--- src/rtl/cla_nibble_sequencer_if.sv ---
// Operand/result handshake bundle for the nibble-serial CLA adder.
// The master side issues operands and consumes results; the slave side is the adder.
interface cla_nibble_sequencer_if #(
  parameter int NIB = 4
);
  localparam int W = 4 * NIB;

  logic         in_valid;
  logic         in_ready;
  logic [W-1:0] a;
  logic [W-1:0] b;
  logic         cin;
  logic         out_valid;
  logic         out_ready;
  logic [W-1:0] sum;
  logic         cout;
  logic         ovf;
  logic         zero;

  modport master (
    output in_valid, a, b, cin, out_ready,
    input  in_ready, out_valid, sum, cout, ovf, zero
  );

  modport slave (
    input  in_valid, a, b, cin, out_ready,
    output in_ready, out_valid, sum, cout, ovf, zero
  );
endinterface

--- src/rtl/cla_nibble_sequencer.sv ---
// Nibble-serial wide adder: one 4-bit carry-lookahead slice is reused once per
// clock, least significant nibble first, with the slice carry rippled through a
// register. The finished sum is held with a valid/ready handshake until taken.
module cla_nibble_sequencer #(
  parameter int NIB = 4
) (
  input  logic                    clk,
  input  logic                    rst_n,
  cla_nibble_sequencer_if.slave   bus
);
  localparam int W     = 4 * NIB;
  localparam int IDX_W = (NIB > 1) ? $clog2(NIB) : 1;
  localparam logic [IDX_W-1:0] LAST_IDX = IDX_W'(NIB - 1);

  typedef enum logic [1:0] {IDLE, RUN, DONE} state_t;

  state_t             state_q, state_d;
  logic [W-1:0]       a_r, b_r;
  logic [W-1:0]       sum_r;
  logic               carry_r;
  logic               msb_cin_r;
  logic [IDX_W-1:0]   idx;

  logic               in_ready_c;
  logic               out_valid_c;
  logic               accept;
  logic [W-1:0]       a_sh, b_sh;
  logic [5:0]         slice;

  // Combinational 4-bit carry-lookahead slice; returns {c4, c3, s[3:0]}.
  function automatic logic [5:0] cla4(input logic [3:0] x, input logic [3:0] y,
                                      input logic c0);
    logic [3:0] p, g, c, s;
    logic       c4;
    p    = x ^ y;
    g    = x & y;
    c[0] = c0;
    c[1] = g[0] | (p[0] & c0);
    c[2] = g[1] | (p[1] & g[0]) | (p[1] & p[0] & c0);
    c[3] = g[2] | (p[2] & g[1]) | (p[2] & p[1] & g[0]) | (p[2] & p[1] & p[0] & c0);
    c4   = g[3] | (p[3] & g[2]) | (p[3] & p[2] & g[1]) | (p[3] & p[2] & p[1] & g[0])
         | (p[3] & p[2] & p[1] & p[0] & c0);
    s    = p ^ c;
    return {c4, c[3], s};
  endfunction

  // Current nibble of each operand, selected by shifting the held operand down.
  assign a_sh   = a_r >> {idx, 2'b00};
  assign b_sh   = b_r >> {idx, 2'b00};
  assign slice  = cla4(a_sh[3:0], b_sh[3:0], carry_r);
  assign accept = in_ready_c & bus.in_valid;

  // FSM state register.
  always_ff @(posedge clk) begin
    if (!rst_n) state_q <= IDLE;
    else        state_q <= state_d;
  end

  // Next-state and handshake decode; both handshake outputs depend on state only.
  always_comb begin
    state_d     = state_q;
    in_ready_c  = 1'b0;
    out_valid_c = 1'b0;
    case (state_q)
      IDLE: begin
        in_ready_c = 1'b1;
        if (bus.in_valid) state_d = RUN;
      end
      RUN: begin
        if (idx == LAST_IDX) state_d = DONE;
      end
      DONE: begin
        out_valid_c = 1'b1;
        if (bus.out_ready) state_d = IDLE;
      end
      default: state_d = IDLE;
    endcase
  end

  // Operand capture on accept; operands are don't-care until then.
  always_ff @(posedge clk) begin
    if (accept) begin
      a_r <= bus.a;
      b_r <= bus.b;
    end
  end

  // Per-nibble accumulation: write the slice sum, ripple the carry, step idx.
  always_ff @(posedge clk) begin
    if (!rst_n) begin
      sum_r     <= '0;
      carry_r   <= 1'b0;
      msb_cin_r <= 1'b0;
      idx       <= '0;
    end else begin
      case (state_q)
        IDLE: begin
          if (accept) begin
            sum_r     <= '0;
            carry_r   <= bus.cin;
            msb_cin_r <= 1'b0;
            idx       <= '0;
          end
        end
        RUN: begin
          for (int i = 0; i < NIB; i++) begin
            if (idx == IDX_W'(i)) sum_r[4*i +: 4] <= slice[3:0];
          end
          carry_r <= slice[5];
          if (idx == LAST_IDX) msb_cin_r <= slice[4];
          else                 idx       <= idx + 1'b1;
        end
        default: ;
      endcase
    end
  end

  assign bus.in_ready  = in_ready_c;
  assign bus.out_valid = out_valid_c;
  assign bus.sum       = sum_r;
  assign bus.cout      = carry_r;
  assign bus.ovf       = msb_cin_r ^ carry_r;
  assign bus.zero      = (sum_r == '0);
endmodule

--- src/flat_wrapper.sv ---
// flat-port wrapper written by rule: the top's interface ports become plain ports
module cla_nibble_sequencer_flat 
#(
  parameter int NIB = 4
)
  (clk, rst_n, bus_in_valid, bus_a, bus_b, bus_cin, bus_out_ready, bus_in_ready, bus_out_valid, bus_sum, bus_cout, bus_ovf, bus_zero);
  cla_nibble_sequencer_if #(.NIB(NIB)) bus_i ();
  input  logic clk;
  input  logic rst_n;
  input wire logic [$bits(bus_i.in_valid)-1:0] bus_in_valid;
  input wire logic [$bits(bus_i.a)-1:0] bus_a;
  input wire logic [$bits(bus_i.b)-1:0] bus_b;
  input wire logic [$bits(bus_i.cin)-1:0] bus_cin;
  input wire logic [$bits(bus_i.out_ready)-1:0] bus_out_ready;
  output wire logic [$bits(bus_i.in_ready)-1:0] bus_in_ready;
  output wire logic [$bits(bus_i.out_valid)-1:0] bus_out_valid;
  output wire logic [$bits(bus_i.sum)-1:0] bus_sum;
  output wire logic [$bits(bus_i.cout)-1:0] bus_cout;
  output wire logic [$bits(bus_i.ovf)-1:0] bus_ovf;
  output wire logic [$bits(bus_i.zero)-1:0] bus_zero;
  assign bus_i.in_valid = bus_in_valid;
  assign bus_i.a = bus_a;
  assign bus_i.b = bus_b;
  assign bus_i.cin = bus_cin;
  assign bus_i.out_ready = bus_out_ready;
  assign bus_in_ready = bus_i.in_ready;
  assign bus_out_valid = bus_i.out_valid;
  assign bus_sum = bus_i.sum;
  assign bus_cout = bus_i.cout;
  assign bus_ovf = bus_i.ovf;
  assign bus_zero = bus_i.zero;
  cla_nibble_sequencer #(.NIB(NIB)) u_core (.clk(clk), .rst_n(rst_n), .bus(bus_i));
endmodule
--- config.mk ---
export PLATFORM = sky130hd
export DESIGN_NAME = cla_nibble_sequencer_flat
export DESIGN_NICKNAME = d
export VERILOG_FILES = /design/src/rtl/cla_nibble_sequencer_if.sv /design/src/rtl/cla_nibble_sequencer.sv /design/src/flat_wrapper.sv
export SDC_FILE = /design/constraint.sdc
export NUM_CORES = 1
export LEC_CHECK = 0
export ABC_CLOCK_PERIOD_IN_PS = 3330
export CAP_MARGIN = 20
export CELL_PAD_IN_SITES_DETAIL_PLACEMENT = 0
export CELL_PAD_IN_SITES_GLOBAL_PLACEMENT = 1
export CORE_ASPECT_RATIO = 1.1
export CORE_UTILIZATION = 39
export DETAILED_ROUTE_END_ITERATION = 7
export PLACE_DENSITY_LB_ADDON = 0.1
export SYNTH_ARGS = -nofsm -noshare
export SYNTH_HDL_FRONTEND = slang
export SYNTH_SLANG_ARGS = --single-unit
--- constraint.sdc ---
create_clock -name clk -period 3.33 [get_ports clk]
set_input_delay 0.666 -clock clk [delete_from_list [all_inputs] [get_ports clk]]
set_output_delay 0.666 -clock clk [all_outputs]
set_load 0.01 [all_outputs]
* Yosys cells after proc, flatten, opt, wreduce, memory -nomap -nowiden
Cells that the tools add are included.
Storage, ports and cells: register bits 54, input bits 37
Operators by class: $add $sub $neg 1, equality and inequality tests 13, shift-type cells 2, multiplexer cells 20, bitwise logic cells 31, reductions and logical operators 11
Operators by type and width (count):
- 16-bit case mux with 2 select lines | 1
- 16-bit by 4-bit >> shifter with 4-bit output | 2
- 3-bit AND reduction | 6
- 1-bit AND | 17
- 16-bit zero test | 1
- 16-bit two-way mux | 1
- 4-bit two-way mux | 4
- 2-bit two-way mux | 5
- 2-bit by 1-bit inequality test with 1-bit output, second input constant | 5
- 1-bit OR | 10
- 4-bit XOR | 2
- 2-bit equality test, second input constant | 3
- 2-bit inequality test, second input constant | 3
- 2-bit case mux with 3 select lines | 1
- 1-bit two-way mux | 5
- 4-bit AND | 1
- 2-bit by 1-bit equality test with 1-bit output, second input constant | 2
- 2-bit zero test | 2
- 1-bit case mux with 2 select lines | 2
- 2-bit case mux with 2 select lines | 1
- 2-bit by 1-bit adder with 2-bit output, second input constant | 1
- 2-bit AND reduction | 1
- 2-bit nonzero test | 1
- 1-bit XOR | 1

* Logic depth before layout (Yosys ltp)
Gate-level depths: netlist of the first run.
depth in word-level cells 9, depth in mapped cells 7, gate-level depth less buffers 6

* Least setup slack after synthesis of the first run
OpenSTA, ideal clock, no wires.
kind flip-flop to flip-flop, start point reg u_core.idx[0], end point reg u_core.sum_r[10] (netlist: u_core.bus.sum[10]), library setup time 122 ps, arrival time 2198 ps, required time 3208 ps, path slack 1010 ps, cell stages (with the launch flop) 8, buffers on the path 1, clock period less this slack 2320 ps, cell sequence dfxtp_1 buf_2 mux4_2 ha_1 a21o_1 a21oi_2 xor2_1 o31ai_1
On the way: longest elaborated chain between the ends 8, elaborated cells on any way between the ends 15, those cells by class eq/ne (2); shift (2); mux (2); bitwise (8); reduce/logical (1)
Ends and longest elaborated chain:
- start, declared | line cla_nibble_sequencer.sv:22 | logic [IDX_W-1:0] idx;
- start signal, assigned | line cla_nibble_sequencer.sv:111 | else idx <= idx + 1'b1;
- 16-bit by 4-bit >> shifter with 4-bit output (on tied branches) | line cla_nibble_sequencer.sv:48, cla_nibble_sequencer.sv:49
- 4-bit XOR or 4-bit AND (tied branches) | line cla_nibble_sequencer.sv:35, cla_nibble_sequencer.sv:36
- 1-bit AND | line cla_nibble_sequencer.sv:39 | c[2] = g[1] | (p[1] & g[0]) | (p[1] & p[0] & c0);
- 1-bit OR or 1-bit AND (tied branches) | line cla_nibble_sequencer.sv:39
- 1-bit OR | line cla_nibble_sequencer.sv:39
- 4-bit XOR | line cla_nibble_sequencer.sv:43 | s = p ^ c;
- 4-bit two-way mux | line cla_nibble_sequencer.sv:107 | if (idx == IDX_W'(i)) sum_r[4*i +: 4] <= slice[3:0];
- 16-bit case mux with 2 select lines | line cla_nibble_sequencer.sv:96 | case (state_q)
- end signal, assigned by index | line cla_nibble_sequencer.sv:107
- end, declared | line cla_nibble_sequencer.sv:19 | logic [W-1:0] sum_r;
Parallel ways exist; a longest one is shown, timed or not. The select of a mux whose other input is x is not followed. A chain may end at the register's enable or synchronous reset.

* Worst setup path in the final report of the first run
start point reg u_core.idx[0], end point reg u_core.sum_r[7] (netlist: u_core.bus.sum[7])
On the way: longest elaborated chain between the ends 9, elaborated cells on any way between the ends 18, those cells by class eq/ne (2); shift (2); mux (2); bitwise (11); reduce/logical (1)
Ends and longest elaborated chain:
- 16-bit by 4-bit >> shifter with 4-bit output (on tied branches) | line cla_nibble_sequencer.sv:48, cla_nibble_sequencer.sv:49
- 4-bit XOR or 4-bit AND (tied branches) | line cla_nibble_sequencer.sv:35, cla_nibble_sequencer.sv:36
- 1-bit AND | line cla_nibble_sequencer.sv:40 | c[3] = g[2] | (p[2] & g[1]) | (p[2] & p[1] & g[0]) | (p[2] & p[1] & p[0] & c0);
- 1-bit OR or 1-bit AND (tied branches) (2 in series) | line cla_nibble_sequencer.sv:40
- 1-bit OR | line cla_nibble_sequencer.sv:40
- 4-bit XOR | line cla_nibble_sequencer.sv:43
- 4-bit two-way mux | line cla_nibble_sequencer.sv:107
- 16-bit case mux with 2 select lines | line cla_nibble_sequencer.sv:96
Parallel ways exist; a longest one is shown, timed or not. The select of a mux whose other input is x is not followed.

==> results of run 1 <==
## through the flow
step / instance area, sq um / power [uW] / hold WS [ns]
after floorplan: 2360 / 944 / 0.506
after global placement: 3000 / 1060 / 0.483
after detailed placement: 3000 / 1070 / 0.486
after CTS: 3130 / 1570 / 0.500
after global routing: 3130 / 1620 / 0.535
final: 3130 / 1540 / 0.496
## final timing paths
kind / endpoint / slack [ns]
max reg2reg: u_core.bus.sum[7] / 0.88
min reg2reg: u_core.bus.sum[11] / 0.50
min: u_core.bus.sum[11] / 0.50
max: u_core.bus.sum[7] / 0.88
## area by class of cell
cell class / instances / area (sq um)
clock buffers: 5 / 68.8
flip-flops and latches: 54 / 1400
inverters: 6 / 22.5
fillers: 511 / 2670
well taps: 77 / 96.3
clock inverters: 3 / 63.8
multi-input cells: 101 / 887
repair buffers: 60 / 593
## cell usage in the layout, fill, tap and decap left out, types with 2 or more instances in the layout
cell and n:
a21o_2 3, a21oi_1 3, a22oi_1 3, buf_4 3, bufinv_16 2, clkbuf_8 5, clkdlybuf4s50_1 57, dfxtp_1 22
edfxtp_1 32, ha_1 9, inv_1 5, mux2i_1 8, mux4_2 8, nand2_1 6, nand2b_1 2, nand3_1 8
nor2_1 4, nor2_2 2, nor2b_1 15, nor4_1 4, o31ai_1 7, xnor2_1 2, xor2_1 2
## logic make-up after synthesis
family,count (synthesis),synth area share
AOI/OAI and AO/OA,23,0.0737
and+or+nand+nor,48,0.121
adders and majority gates,10,0.0562
DFF,54,0.594
buffers and inverters,13,0.0297
xor gates and xnor gates,4,0.0149
muxes,16,0.110
## critical path, cell delays in order, from the launching register on
cell,delay [ns]
dfxtp_1,0.50
buf_4,0.25
mux4_2,0.51
ha_1,0.37
a21oi_1,0.19
o21ai_2,0.10
xnor2_1,0.31
o31ai_1,0.11
## flip-flops by register name (all words and copies together), names as in the netlist
signal / flops
u_core.a_r: 16
u_core.b_r: 16
u_core.bus.sum: 16
u_core.idx: 2
u_core.state_q: 2
u_core.bus.cout: 1
u_core.msb_cin_r: 1
## power by group through the flow
stage	Combinational, uW	Clock (uW)	Sequential [uW]
final	273	496	774
after global routing	299	539	780
after CTS	276	513	776
after detailed placement	275	0	791
after global placement	271	0	790
after floorplan	159	0	785
## metal layers
| metal | part of all wire | wire, um | global-route usage | vias to the layer above |
|---|---|---|---|---|
| li1 | - | - | - | 748 |
| met1 | 0.41 | 1800 | 0.172 | 736 |
| met2 | 0.54 | 2380 | 0.271 | 48 |
| met3 | 0.048 | 210 | 0.0306 | 2 |
| met4 | 0.0054 | 24 | 0.0437 | 0 |
| met5 | 0 | 0 | 0 | - |
==> out/summary.txt, run 1 <==
Status = finished, final reports clean
Final antenna-violating net count = 0
Fin cells = 306
Avg Inst Size Synth = 14.0 sq um
First-pass GRT wire length = 7360 um
Comb pwr share = 0.177
Crit path max fanout = 9
Synth top cells by count = edfxtp_1 (32), dfxtp_1 (22), nor2b_1 (15), ha_1 (9)
Die Ht = 83.6 um
Core area = 5810 sq um
Fin Clk Skew = 0.00491 ns
Final worst setup slack = 0.882 ns
Slew Limit Fails = 0
Critical path data arrival time = 2.63 ns
Clock-pin slew on the worst setup and hold paths = 0.09 ns
Syn Std Cell Area = 2360 sq um
Syn Nets = 215
Most common cell in the synthesized netlist = edfxtp_1
PD cells = 493 nW/um^2
CTS tree = built
Post-synth top flop = edfxtp_1
Antenna violations before repair = 0
Tcrit/Tclk final = 0.735
Clock Power Share = 0.322
Total CTS buffers = 5
Slew @ Worst Pin = 0.590 ns
Layout overhead on the synthesized area = 32.8%
Number of remaining DRC errors = 0
Dpl hpwl = 3410 um
GP Congestion = 0.735
Sum Neg Setup Slack = 0 ns
Switching share of total power = 0.225
Setup bufs post-CTS = 0
Reg2Reg Depth = 7
Share of power burned in registers = 0.502
Vias in the first global route = 1,561
Hold-fix buffers at CTS = 0
Port bufs = 57
Crit path launch = u_core.idx[0]
Post-Route WL = 4410 um
Remaining global-route overflow = 0
Wire per inst = 14.4 um
Placed cell count = 298
Vias per inst = 5.01
Post-synthesis cell count = 168
Max-cap violations = 0
Worst vdd ir = 0.246 mV
Max clock buf depth = 2
Yosys warnings = 0
Tot GR Track Use = 0.148
Die area = 6360 sq um
Initial Util = 0.406
Relative slew slack = 0.606
Post-synth EDFFs = 32
Ys async rst share = 0
Std cell rows = 29
Share of cells above drive strength 1 = 0.118
Register area share after synthesis = 0.594
# clock sinks = 54
# setup viols final = 0
Area share of the largest cell type after synthesis = 0.407
Synthesized flop and latch total = 54
Pint = 1200 uW
H-tree level count = 2
Fin util = 0.540
WS Path Type = flop to flop
Worst endpoint required time = 3.51 ns
Fmax achieved = 408 MHz
Final hold viol count = 0
IO Pins = 58
Nets = 275
Drt pass-1 iters = 4
Switch Pwr = 347 uW
Top cell type by total area after synthesis = edfxtp_1
Clk_lat worst skew = 0.30 ns
Hold Path Origin = u_core.bus.sum[11]
Drt initial violations = 29
Unrepaired setup endpoints after global routing = no
Crit Reg-Reg Startpoint = u_core.idx[0]
Number of distinct library cells after synthesis = 39
Worst Setup Start Kind = flop
Pin count of the biggest net entering global routing = 27
N_diodes = 0
# resized after CTS = 0
Area contributors post-synth = edfxtp_1 (41%), dfxtp_1 (19%), mux4_2 (7.6%), ha_1 (4.8%), nor2b_1 (4.0%)
Die X-Extent = 76.1 um
Final critical-path required period = 2.45 ns
CP endpoint kind = flop
Min-Delay Path Class = flop to flop
Hold Path Depth = 2
Setup WS pre-CTS = 0.873 ns
P_leak = 0.00113 uW
Via count = 1,534
Root Driver = clkbuf_8
Note: power is estimated with default switching activity, not from simulation.
==> run 2: changes to the inputs <==
ABC_CLOCK_PERIOD_IN_PS = 2050   (was 3330)
CORE_UTILIZATION = 35   (was 39)
clock period = 2.05 ns   (was 3.33 ns; I/O delays follow)
==> run 2 against run 1 <==
Compared with the run above: cell count increased by 2.9%; largest cell class unchanged; largest power group unchanged; critical path depth shrank 1; sequential cell count unchanged; core utilization is 4.3 points lower; first-iteration DRC count up 28%; clock power up 41%; hold slack improved by 0.00086 ns; the flow now finishes with violations (setup timing).
==> out/summary.txt, run 2 (synthesis results as in run 1) <==
Status = finished with violations
Failing checks = setup timing
Final instance area = 3260 sq um
Hold_ws = 0.497 ns
Wire per inst = 15.2 um
GP Congestion = 0.732
Met3 WL = 221 um
Max clock buf depth = 2
Pin count of the biggest net entering global routing = 21
Total CTS buffers = 5
Std cell rows = 31
Worst Setup Start Kind = flop
Metal2 WL = 2600 um
Share of cells above drive strength 1 = 0.206
PD cells = 766 nW/um^2
Final hold viol count = 0
Placed cell count = 307
Number of remaining DRC errors = 0
Drt pass-1 iters = 4
Commonest non-fill, non-tap cell in the layout = clkdlybuf4s50_1
Drt initial violations = 37
Die Ht = 88.1 um
WS Path Type = flop to flop
First-pass GRT wire length = 7800 um
Tcrit/Tclk final = 1.02
Commonest cells after routing, fill and taps aside = clkdlybuf4s50_1 (56), edfxtp_1 (32), dfxtp_1 (20)
Unrepaired setup endpoints after global routing = yes
Setup WS pre-CTS = -0.181 ns
Crit path max fanout = 8
Post-Route WL = 4780 um
N_diodes = 0
# clock sinks = 54
CP endpoint kind = flop
Vias in the first global route = 1,659
Worst vdd ir = 0.435 mV
Clk_lat worst skew = 0.30 ns
Dpl hpwl = 3790 um
Root Driver = clkbuf_8
Fin util = 0.497
Antenna violations before repair = 0
Critical path data arrival time = 2.29 ns
Core area = 6560 sq um
IO Pins = 58
Layout overhead on the synthesized area = 38.1%
Relative slew slack = 0.726
Final critical-path required period = 2.09 ns
Initial Util = 0.360
Vias per inst = 4.93
Min-Delay Path Class = flop to flop
# setup viols final = 6
Final worst setup slack = -0.0417 ns
Length of routed wiring on met1 = 1910 um
Nets = 279
Final antenna-violating net count = 0
Hold-fix buffers at CTS = 0
Max Used Layer = met4
Via count = 1,554
Remaining global-route overflow = 0
Max-cap violations = 0
Port bufs = 57
Dpl cell area = 3060 sq um
Clock-pin slew on the worst setup and hold paths = 0.10 ns
Fmax achieved = 478 MHz
CTS tree = built
Tot GR Track Use = 0.147
Die area = 7070 sq um
H-tree level count = 2
P_leak = 0.00116 uW
Fin cells = 315
Setup bufs post-CTS = 0
Fin Clk Skew = 0.00734 ns
Worst endpoint required time = 2.24 ns
Slew Limit Fails = 0
Fillcell total = 594
Die X-Extent = 80.3 um
Slew @ Worst Pin = 0.411 ns
## run 2: cell types whose count changed in the layout (fill, tap and decap cells not counted), sizes merged
cell           delta
clkinv            +1
buf               +4
dlygate4sd2       +1
clkdlybuf4s50     -1
bufinv            -1
## run 2: report_power, final
group | switching (uW) | internal, uW
logic | 241 | 292
registers | 43.3 | 1220
clock network | 340 | 360
total | 624 | 1870
## run 2: metal layers
layer | track usage | vias to the layer above
li1 | - | 754
met1 | 0.155 | 754
met5 | 0 | -
met2 | 0.294 | 41
met4 | 0.0341 | 0
met3 | 0.0323 | 5
## run 2: worst paths after layout
| kind | cells after the start | to | slack (ns) | from |
|---|---|---|---|---|
| min | 2 | u_core.bus.sum[15] | 0.50 | u_core.bus.sum[15] |
| max reg2reg | 6 | u_core.bus.sum[10] | -0.04 | u_core.idx[0] |
| min reg2reg | 2 | u_core.bus.sum[15] | 0.50 | u_core.bus.sum[15] |
| max | 6 | u_core.bus.sum[10] | -0.04 | u_core.idx[0] |
## run 2: critical path: stages, from the launching register on
cell and delay, ns:
dfxtp_4 0.44, mux4_2 0.59, ha_4 0.27, a21o_1 0.16, a21oi_2 0.20, xor2_2 0.22
o31ai_1 0.09
## run 2: repair_timing
action / CTS / global route
resized for setup: 13 / 4
endpoints found under the hold margin: 0 / 0
pin swaps: 9 / 4
cloned: 0 / 0
setup endpoints to repair: 18 / 17
## run 2: cell type report
type | instances | area, sq um | share of cell area
inverters | 6 | 22.5 | 0.00692
flip-flops and latches | 54 | 1410 | 0.432
well taps | 82 | 103 | 0.0315
multi-input cells | 101 | 995 | 0.305
clock inverters | 3 | 40.0 | 0.0123
repair buffers | 64 | 622 | 0.191
clock buffers | 5 | 68.8 | 0.0211
## run 2: metrics by stage
step / setup TNS (ns) / total power (uW)
2_1_floorplan: -0.0867 / 1550
3_3_place_gp: -0.838 / 1750
3_5_place_dp: -1.73 / 1770
4_1_cts: -0.448 / 2520
5_1_grt: -1.17 / 2610
6_report: -0.119 / 2490
==> run 3: changes to the inputs <==
ABC_CLOCK_PERIOD_IN_PS = 2350   (was 2050)
CORE_UTILIZATION = 39   (was 35)
clock period = 2.35 ns   (was 2.05 ns; I/O delays follow)
==> run 3 against run 2 <==
Compared with the run above: the run now ends clean; first-iteration DRC count is 49% higher; power down 20%; largest cell class unchanged; clock skew is 0.0014 ns higher; die area fell by 10%; register-to-register slack better by 0.20 ns.
==> out/summary.txt, run 3 (synthesis results as in run 1) <==
IO Pins = 58
# setup viols final = 0
Post-Route WL = 4500 um
Commonest cells after routing, fill and taps aside = clkdlybuf4s50_1 (57), edfxtp_1 (32), dfxtp_1 (21)
Placed cell count = 300
Vias in the first global route = 1,546
Final antenna-violating net count = 0
Share of cells above drive strength 1 = 0.126
Fin Clk Skew = 0.00878 ns
GP Congestion = 0.749
PD cells = 638 nW/um^2
Hold-fix buffers at CTS = 0
Antenna violations before repair = 0
Commonest non-fill, non-tap cell in the layout = clkdlybuf4s50_1
Clk_lat worst skew = 0.30 ns
Via count = 1,499
P_leak = 0.00111 uW
Fin util = 0.537
Status = finished, final reports clean
Nets = 277
Min-Delay Path Class = flop to flop
Die Ht = 83.6 um
Critical path data arrival time = 2.38 ns
H-tree level count = 2
Port bufs = 57
Clock-pin slew on the worst setup and hold paths = 0.09 ns
Tot GR Track Use = 0.150
# clock sinks = 54
Relative slew slack = 0.725
Die area = 6360 sq um
Dpl hpwl = 3470 um
Number of remaining DRC errors = 0
Max-cap violations = 0
Initial Util = 0.406
Worst vdd ir = 0.303 mV
N_diodes = 0
Wire per inst = 14.6 um
Slew Limit Fails = 0
Worst endpoint required time = 2.53 ns
Final critical-path required period = 2.20 ns
Remaining global-route overflow = 0
Core area = 5810 sq um
Tcrit/Tclk final = 0.934
WS Path Type = flop to flop
Slew @ Worst Pin = 0.413 ns
Vias per inst = 4.87
Total power = 1990 uW
CTS tree = built
Root Driver = clkbuf_8
CP endpoint kind = flop
Pin count of the biggest net entering global routing = 33
Unrepaired setup endpoints after global routing = no
Drt pass-1 iters = 4
Total CTS buffers = 5
Drt initial violations = 55
Die X-Extent = 76.1 um
Flop2flop setup slack = 0.15 ns
Max clock buf depth = 2
Fmax achieved = 456 MHz
Worst Setup Start Kind = flop
Fin cells = 308
Final hold viol count = 0
Setup WS pre-CTS = -0.0477 ns
First-pass GRT wire length = 7360 um
Hold_ws = 0.497 ns
Std cell rows = 29
Layout overhead on the synthesized area = 32.1%
Crit path max fanout = 6
Final worst setup slack = 0.155 ns
[run 3: cell count changes in the layout (fill, tap and decap cells not counted), sizes merged]
| cell | previous run | this run |
|---|---|---|
| buf | 7 | 5 |
| clkbuf | 5 | 7 |
| clkinv | 2 | 0 |
| bufinv | 1 | 0 |
| clkdlybuf4s50 | 56 | 57 |
| clkinvlp | 0 | 1 |
| dlygate4sd2 | 1 | 0 |
[run 3: area by class of cell]
type	count	area, sq um
clock buffers	7	76.3
clock inverters	1	7.51
fillers	501	2690
inverters	6	22.5
multi-input cells	101	887
flip-flops and latches	54	1410
well taps	77	96.3
repair buffers	62	621
[run 3: worst paths after layout]
check | start | endpoint | cells past startpoint
worst max-delay path | u_core.idx[0] | u_core.bus.sum[6] | 6
worst min-delay path | u_core.bus.sum[11] | u_core.bus.sum[11] | 2
worst max register to register | u_core.idx[0] | u_core.bus.sum[6] | 6
worst min register to register | u_core.bus.sum[11] | u_core.bus.sum[11] | 2
[run 3: stage by stage]
stage	setup TNS [ns]	instance area [sq um]
after detailed placement	-0.176	3030
final	0	3120
after global routing	0	3120
after floorplan	0	2360
after global placement	0	3030
after CTS	0	3110
[run 3: where the power goes]
| part | internal (uW) | switching [uW] | leakage [uW] |
|---|---|---|---|
| logic | 217 | 177 | 0.000591 |
| registers | 1060 | 34.5 | 0.000486 |
| clock network | 212 | 286 | 0.0000385 |
| total | 1490 | 497 | 0.00111 |
[run 3: worst max-delay path, stage by stage, from the launching register on]
cell and delay (ns):
dfxtp_4 0.42, mux4_2 0.56, ha_1 0.34, a21o_1 0.20, a21oi_2 0.19, xor2_1 0.27, o31ai_1 0.10
[run 3: repair_timing]
action	4_1_cts	5_1_grt
endpoints found under the setup margin	7	7
buffers inserted	0	0
resized for setup	1	1
[run 3: metal layers]
layer | part of all wire | global-route usage
met1 | 0.43 | 0.174
met2 | 0.52 | 0.268
met3 | 0.041 | 0.0339
met4 | 0.015 | 0.0612
met5 | 0 | 0
